--- src/rtl/av_gpio_pkg.sv ---
// Shared field layout, opcodes and helpers for the PS-to-PL GPIO motor command path.
package av_gpio_pkg;

    localparam int TOG_BIT = 31;
    localparam int OP_MSB  = 30;
    localparam int OP_LSB  = 28;
    localparam int PAY_W   = 16;

    localparam logic [2:0] OP_NOP        = 3'd0;
    localparam logic [2:0] OP_SET_L      = 3'd1;
    localparam logic [2:0] OP_SET_R      = 3'd2;
    localparam logic [2:0] OP_SET_BOTH   = 3'd3;
    localparam logic [2:0] OP_SET_PERIOD = 3'd4;
    localparam logic [2:0] OP_STOP       = 3'd5;

    localparam int ST_ACK = 31;
    localparam int ST_WDT = 30;
    localparam int ST_BAD = 29;

    // One extra bit so that -32768 yields +32768 instead of wrapping.
    function automatic logic [PAY_W:0] pay_magnitude(input logic [PAY_W-1:0] pay);
        return pay[PAY_W-1] ? ({1'b0, ~pay} + (PAY_W+1)'(1)) : {1'b0, pay};
    endfunction

endpackage

--- src/rtl/gpio_cmd_pwm_driver_pwm_channel.sv ---
// One motor channel: shadow/active duty and direction, wrap-time load and PWM compare.
module pwm_channel #(
    parameter int CNT_W = 16
) (
    input  logic             clk,
    input  logic             rst,
    input  logic [CNT_W-1:0] cnt,
    input  logic             wrap,
    input  logic             load,
    input  logic [CNT_W-1:0] load_duty,
    input  logic             load_dir,
    input  logic             clear,
    output logic             pwm,
    output logic             dir
);

    logic [CNT_W-1:0] shadow_duty;
    logic [CNT_W-1:0] active_duty;
    logic             shadow_dir;

    // NOTE: non-blocking assignments let wrap copy the old shadow while a new command overwrites it.
    always_ff @(posedge clk) begin
        if (rst) begin
            shadow_duty <= '0;
            active_duty <= '0;
            shadow_dir  <= 1'b0;
            dir         <= 1'b0;
            pwm         <= 1'b0;
        end else begin
            if (wrap) dir <= shadow_dir;
            if (clear) begin
                // Stop and watchdog beat both the wrap load and the compare.
                shadow_duty <= '0;
                active_duty <= '0;
                pwm         <= 1'b0;
            end else begin
                if (wrap) active_duty <= shadow_duty;
                if (load) begin
                    shadow_duty <= load_duty;
                    shadow_dir  <= load_dir;
                end
                pwm <= (cnt < active_duty);
            end
        end
    end

endmodule

--- src/rtl/gpio_cmd_pwm_driver.sv ---
// Toggle-handshake motor command receiver on the PS EMIO GPIO word driving two PWM/direction channels.
module gpio_cmd_pwm_driver
    import av_gpio_pkg::*;
#(
    parameter int CNT_W          = 16,
    parameter int DEFAULT_PERIOD = 2500,
    parameter int WDT_CYCLES     = 12500000,
    parameter int SYNC_STAGES    = 2
) (
    input  logic        clk,
    input  logic        rst,
    input  logic [31:0] gpio_cmd,
    output logic        gpio_ack,
    output logic [31:0] status,
    output logic        pwm_l,
    output logic        pwm_r,
    output logic        dir_l,
    output logic        dir_r,
    output logic        wdt_trip
);

    localparam int SS    = (SYNC_STAGES < 2) ? 2 : SYNC_STAGES;
    localparam int WDT_W = (WDT_CYCLES > 2) ? $clog2(WDT_CYCLES) : 1;
    localparam logic [WDT_W-1:0] WDT_LAST = (WDT_CYCLES > 0) ? WDT_W'(WDT_CYCLES - 1) : '0;

    logic [SS-1:0]    tog_sync;
    logic             tog_seen;
    logic             cmd_valid;
    logic [2:0]       cmd_op;
    logic [PAY_W-1:0] cmd_pay;
    logic [CNT_W-1:0] cnt, period, period_new;
    logic             period_pend;
    logic [WDT_W-1:0] wdt_cnt;
    logic             bad_op;
    logic [PAY_W-1:0] last_payload;

    logic             cmd_pending, set_l, set_r, set_per, trip_now, clear, wrap;
    logic [PAY_W:0]   mag;
    logic [CNT_W-1:0] set_duty, per_clamped;
    logic             unused_cmd_bits;

    assign unused_cmd_bits = ^gpio_cmd[OP_LSB-1:PAY_W];
    assign cmd_pending     = tog_sync[SS-1] ^ tog_seen;

    // Only the toggle crosses the synchronizer; the PS holds the rest stable until acked.
    always_ff @(posedge clk) begin
        if (rst) begin
            tog_sync  <= '0;
            tog_seen  <= 1'b0;
            cmd_valid <= 1'b0;
            cmd_op    <= '0;
            cmd_pay   <= '0;
        end else begin
            tog_sync  <= {tog_sync[SS-2:0], gpio_cmd[TOG_BIT]};
            cmd_valid <= cmd_pending;
            if (cmd_pending) begin
                tog_seen <= tog_sync[SS-1];
                cmd_op   <= gpio_cmd[OP_MSB:OP_LSB];
                cmd_pay  <= gpio_cmd[PAY_W-1:0];
            end
        end
    end

    // NOTE: every output of this block gets a default first, so no latch is inferred.
    always_comb begin
        set_l       = cmd_valid && (cmd_op == OP_SET_L || cmd_op == OP_SET_BOTH);
        set_r       = cmd_valid && (cmd_op == OP_SET_R || cmd_op == OP_SET_BOTH);
        set_per     = cmd_valid && (cmd_op == OP_SET_PERIOD);
        trip_now    = (WDT_CYCLES != 0) && !cmd_valid && (wdt_cnt == WDT_LAST);
        clear       = trip_now || (cmd_valid && cmd_op == OP_STOP);
        mag         = pay_magnitude(cmd_pay);
        set_duty    = (32'(mag) > 32'(period)) ? period : CNT_W'(mag);
        per_clamped = (cmd_pay < PAY_W'(2)) ? CNT_W'(2) : CNT_W'(cmd_pay);
        wrap        = (cnt >= period - CNT_W'(1)) || (period_pend && cnt >= period_new);
    end

    always_ff @(posedge clk) begin
        if (rst) begin
            cnt         <= '0;
            period      <= CNT_W'(DEFAULT_PERIOD);
            period_new  <= CNT_W'(DEFAULT_PERIOD);
            period_pend <= 1'b0;
        end else begin
            if (wrap) begin
                cnt <= '0;
                if (period_pend) begin
                    period      <= period_new;
                    period_pend <= 1'b0;
                end
            end else begin
                cnt <= cnt + CNT_W'(1);
            end
            if (set_per) begin
                period_new  <= per_clamped;
                period_pend <= 1'b1;
            end
        end
    end

    // An applied command always beats a watchdog trip in the same cycle.
    always_ff @(posedge clk) begin
        if (rst) begin
            gpio_ack     <= 1'b0;
            wdt_cnt      <= '0;
            wdt_trip     <= 1'b0;
            bad_op       <= 1'b0;
            last_payload <= '0;
        end else begin
            gpio_ack <= tog_seen;
            if (cmd_valid) begin
                wdt_cnt      <= '0;
                wdt_trip     <= 1'b0;
                last_payload <= cmd_pay;
                bad_op       <= (cmd_op > OP_STOP);
            end else if (WDT_CYCLES != 0) begin
                if (wdt_cnt == WDT_LAST) wdt_trip <= 1'b1;
                else                     wdt_cnt  <= wdt_cnt + WDT_W'(1);
            end
        end
    end

    always_comb begin
        status               = '0;
        status[ST_ACK]       = gpio_ack;
        status[ST_WDT]       = wdt_trip;
        status[ST_BAD]       = bad_op;
        status[PAY_W-1:0]    = last_payload;
    end

    pwm_channel #(.CNT_W(CNT_W)) u_left (
        .clk       (clk),
        .rst       (rst),
        .cnt       (cnt),
        .wrap      (wrap),
        .load      (set_l),
        .load_duty (set_duty),
        .load_dir  (cmd_pay[PAY_W-1]),
        .clear     (clear),
        .pwm       (pwm_l),
        .dir       (dir_l)
    );

    pwm_channel #(.CNT_W(CNT_W)) u_right (
        .clk       (clk),
        .rst       (rst),
        .cnt       (cnt),
        .wrap      (wrap),
        .load      (set_r),
        .load_duty (set_duty),
        .load_dir  (cmd_pay[PAY_W-1]),
        .clear     (clear),
        .pwm       (pwm_r),
        .dir       (dir_r)
    );

endmodule
--- config.mk ---
export PLATFORM = sky130hd
export DESIGN_NAME = gpio_cmd_pwm_driver
export DESIGN_NICKNAME = d
export VERILOG_FILES = /design/src/rtl/av_gpio_pkg.sv /design/src/rtl/gpio_cmd_pwm_driver_pwm_channel.sv /design/src/rtl/gpio_cmd_pwm_driver.sv
export SDC_FILE = /design/constraint.sdc
export NUM_CORES = 1
export LEC_CHECK = 0
export ABC_AREA = 1
export CAP_MARGIN = 20
export CELL_PAD_IN_SITES_DETAIL_PLACEMENT = 2
export CELL_PAD_IN_SITES_GLOBAL_PLACEMENT = 2
export CORE_MARGIN = 1
export CORE_UTILIZATION = 37
export CTS_CLUSTER_DIAMETER = 40
export CTS_CLUSTER_SIZE = 40
export DETAILED_ROUTE_END_ITERATION = 12
export PLACE_DENSITY_LB_ADDON = 0.1
export SYNTH_ARGS = -nofsm -noshare
export SYNTH_HDL_FRONTEND = slang
export SYNTH_HIERARCHICAL = 1
export SYNTH_SLANG_ARGS = --single-unit
--- constraint.sdc ---
create_clock -name clk -period 10.1 [get_ports clk]
set_clock_uncertainty 0.1 [all_clocks]
set_input_delay 1.515 -clock clk [delete_from_list [all_inputs] [get_ports clk]]
set_output_delay 1.515 -clock clk [all_outputs]
set_load 0.05 [all_outputs]
==> results.py <==
metrics = {
    "routing": {
        "via_per_inst": 5.225,
        "avgRoutedWirePerCell_microns": 18.08,
        "wl_microns": 30780,
        "drc": 0,
        "firstDrtPassIters": 4,
        "highest_layer": "met4",
        "vias": 8893,
        "route.met3.wl_microns": 601,
        "drt_iter0_drc": 310,
        "dr_wl_met2_microns": 15800,
        "drt-met1-wl_microns": 13800,
        "drtAntennaViolNets": 0,
    },
    "cells_and_area": {
        "n_antenna_cell": 0,
        "drive_above_1_share_pct": 5.194,
        "nNetsFinal": 1470,
        "area_growth_pct": 12.65,
        "utilization_pct": 42.28,
        "finalInstanceArea_sq_um": 10990,
    },
    "clock_network": {
        "post_cts_resized": 0,
        "cts.root.buffer_cell": "clkbuf_16",
        "cts_buffers": 17,
        "post_cts_buffers": 0,
        "clk_path_buf_depth": 2,
        "cts_tree": "built",
        "htreeDepth": 4,
        "clk_pin_slew_ns": 0.08,
        "cts.sinks": 185,
        "postCtsHoldBufs": 0,
        "clock_latency_ns": 0.44,
    },
    "floorplan": {
        "die_area_sq_um": 27010,
        "design.core.area_sq_um": 25980,
        "start_util_pct": 37.53,
        "placementRows": 59,
        "chipWidth_microns": 164.4,
        "ios": 72,
        "die_y_microns": 164.4,
    },
    "timing": {
        "slew_headroom_pct": 22.14,
        "fin_setup_tns_ns": 0,
        "fin_crit_ns": 4.708,
        "setup_viol_count_final": 0,
        "finalHoldViolations": 0,
        "rsz0062_at_grt": "no",
        "tightestPinTransition_ns": 1.168,
        "fmax_ghz": 0.2124,
        "period_share_pct": 46.61,
        "setup_slack_ns": 5.392,
        "drv_slew": 0,
    },
    "setup_path": {
        "crit_arrival_ns": 4.96,
        "cp_slowest_cell": "inv_1",
        "rr_worst_depth": 19,
        "end_kind": "flip-flop",
        "cp_data_required_time_ns": 10.35,
        "start_kind": "flip-flop",
        "cp_max_fo": 32,
        "crit_type": "reg -> reg",
        "critPathMaxStageDelay_ns": 0.87,
        "crit_path_cell_trace": "inv_1 -> ha_1 -> nand3_1 -> nor3_2 -> nand2_1 -> nor3_2 -> nand4_1 -> xor2_1 -> inv_1 -> ha_1 -> nand2_1 -> o21ai_0 -> a21oi_1 -> nand2_1 -> nor2_1 -> nand2_2 -> inv_1 -> o21ai_0 -> a21oi_1",
    },
    "yosys": {
        "syn_inst": 1331,
        "yosysSeqAreaShare_pct": 37.97,
        "synth_edf_count": 0,
        "ys_types": 46,
        "ys_warn_count": 6,
        "synth_area_sq_um": 9753,
        "synth-seq-cells": 185,
        "synth_top_cell_by_area": "dfxtp_1",
        "async_flop_share_pct": 0,
        "synthTopCellsByArea": "dfxtp_1 38%, ha_1 11%, nand2_1 10%, a21oi_1 8.4%, inv_1 6.2%",
        "yosysMostFrequentCell": "nand2_1",
        "synth_ff_type": "dfxtp_1",
        "synth_top_area_share_pct": 37.97,
        "synth_common_cells": "271 x nand2_1, 185 x dfxtp_1, 163 x a21oi_1",
        "avgSynthCellArea_sq_um": 7.328,
    },
    "grt": {
        "antenna_found_initial": 0,
        "grt_pass1_vias": 9534,
        "grt_pass1_wl_microns": 49130,
        "gr-total-overflow": 0,
        "grt_max_degree": 43,
        "grt_usage_pct": 23.70,
    },
    "placement": {
        "port_buffers": 46,
        "placed_cell_area_sq_um": 10400,
        "gp_congestion": 0.7693,
        "dp_hpwl_microns": 22520,
        "place_ws_ns": 5.444,
    },
    "flow_run": {
        "maxCapViolCount": 0,
    },
    "power_and_ir_drop": {
        "vdd_drop_max_uv": 80.97,
        "power-per-cell-area_nw_per_um2": 145.6,
        "p_leak_uw": 0.004522,
    },
    "min_path": {
        "hold_class": "reg -> reg",
        "hold_depth": 2,
    },
    "outcome": {
        "status": "finished clean",
    },
}
==> final timing paths <==
kind / slack (ns) / end / from
max: 5.39 / u_left/active_duty[15] / period[0]
min: 0.31 / tog_sync[1] / tog_sync[0]
max reg2reg: 5.39 / u_left/active_duty[15] / period[0]
min reg2reg: 0.31 / tog_sync[1] / tog_sync[0]
==> area by class of cell <==
cell class | instances | area [sq um]
clock inverters | 14 | 150.1
well taps | 335 | 419.2
inverters | 170 | 643.1
flip-flops and latches | 185 | 3704
repair buffers | 52 | 500.5
clock buffers | 18 | 439.2
fillers | 3109 | 15000
multi-input cells | 928 | 5131
==> power breakdown <==
group / switching [uW] / total, uW / internal, uW
logic: 112 / 157 / 44.4
clock network: 333 / 691 / 358
registers: 13.1 / 753 / 739
==> worst max-delay path: cells and delay by family (launching register included) <==
| family | cells | cell delay [ns] |
|---|---|---|
| AO/OA/AOI/OAI | 4 | 0.71 |
| AND/OR/NAND/NOR | 9 | 1.67 |
| buffers and inverters | 3 | 1.09 |
| flip-flops | 1 | 0.34 |
| adder cells (fa/ha/maj) | 2 | 0.52 |
| XOR/XNOR | 1 | 0.17 |
==> routing by layer <==
layer  track usage [%]  vias up
li1                  -     4373
met1             28.42     4388
met2             43.63       98
met3             2.475       34
met4             7.828        0
met5                 0        -
==> state kept, by name, summed over array words and instances (netlist names), 2 cells and up <==
name,count
u_left/active_duty,16
u_left/shadow_duty,16
wdt_cnt,24
tog_sync,2
period_new,16
last_payload,16
u_right/shadow_duty,16
u_right/active_duty,16
cnt,16
cmd_op,3
cmd_pay,16
period,16
==> cells in the final DEF (no fill, tap or decap), types with 2 or more instances in the layout <==
| master | count |
|---|---|
| nand2_1 | 271 |
| dfxtp_1 | 185 |
| a21oi_1 | 163 |
| inv_1 | 161 |
| o21ai_0 | 105 |
| nor2_1 | 93 |
| ha_1 | 82 |
| nand3_1 | 70 |
| clkdlybuf4s50_1 | 45 |
| xor2_1 | 34 |
| nand4_1 | 22 |
| nor3_1 | 17 |
| clkbuf_16 | 17 |
| conb_1 | 13 |
| nor4_1 | 7 |
| nor3_2 | 6 |
| a31oi_1 | 6 |
| buf_4 | 6 |
| nor2_2 | 5 |
| clkinv_1 | 5 |
| xnor2_1 | 5 |
| nor2_4 | 4 |
| inv_8 | 4 |
| inv_6 | 4 |
| nand2_2 | 3 |
| o21a_1 | 3 |
| clkinvlp_4 | 3 |
| nor3b_1 | 2 |
| clkinv_4 | 2 |
| inv_2 | 2 |
| inv_4 | 2 |
| a21oi_2 | 2 |
==> per-stage QoR <==
stage	hold slack [ns]	total power, uW	cells
floorplan	0.2883	873.2	1343
global route	0.3330	1661	1702
detailed placement	0.3024	927.1	1670
global placement	0.2907	921.6	1670
CTS	0.3148	1621	1702
finish	0.3078	1600	1702
==> cells by family (layout without fill, tap and decap cells) <==
| kind of cell | count (synthesis) | count (layout) | share of synthesized area (%) |
|---|---|---|---|
| DFF | 185 | 185 | 37.97 |
| and+or+nand+nor | 508 | 508 | 22.95 |
| other | 1 | 13 | 0.03845 |
| adders and majority gates | 82 | 82 | 10.52 |
| xor gates and xnor gates | 39 | 39 | 3.502 |
| buffers and inverters | 230 | 254 | 9.955 |
| AOI/OAI and AO/OA | 286 | 286 | 15.06 |
Note: power is estimated with default switching activity, not from simulation.
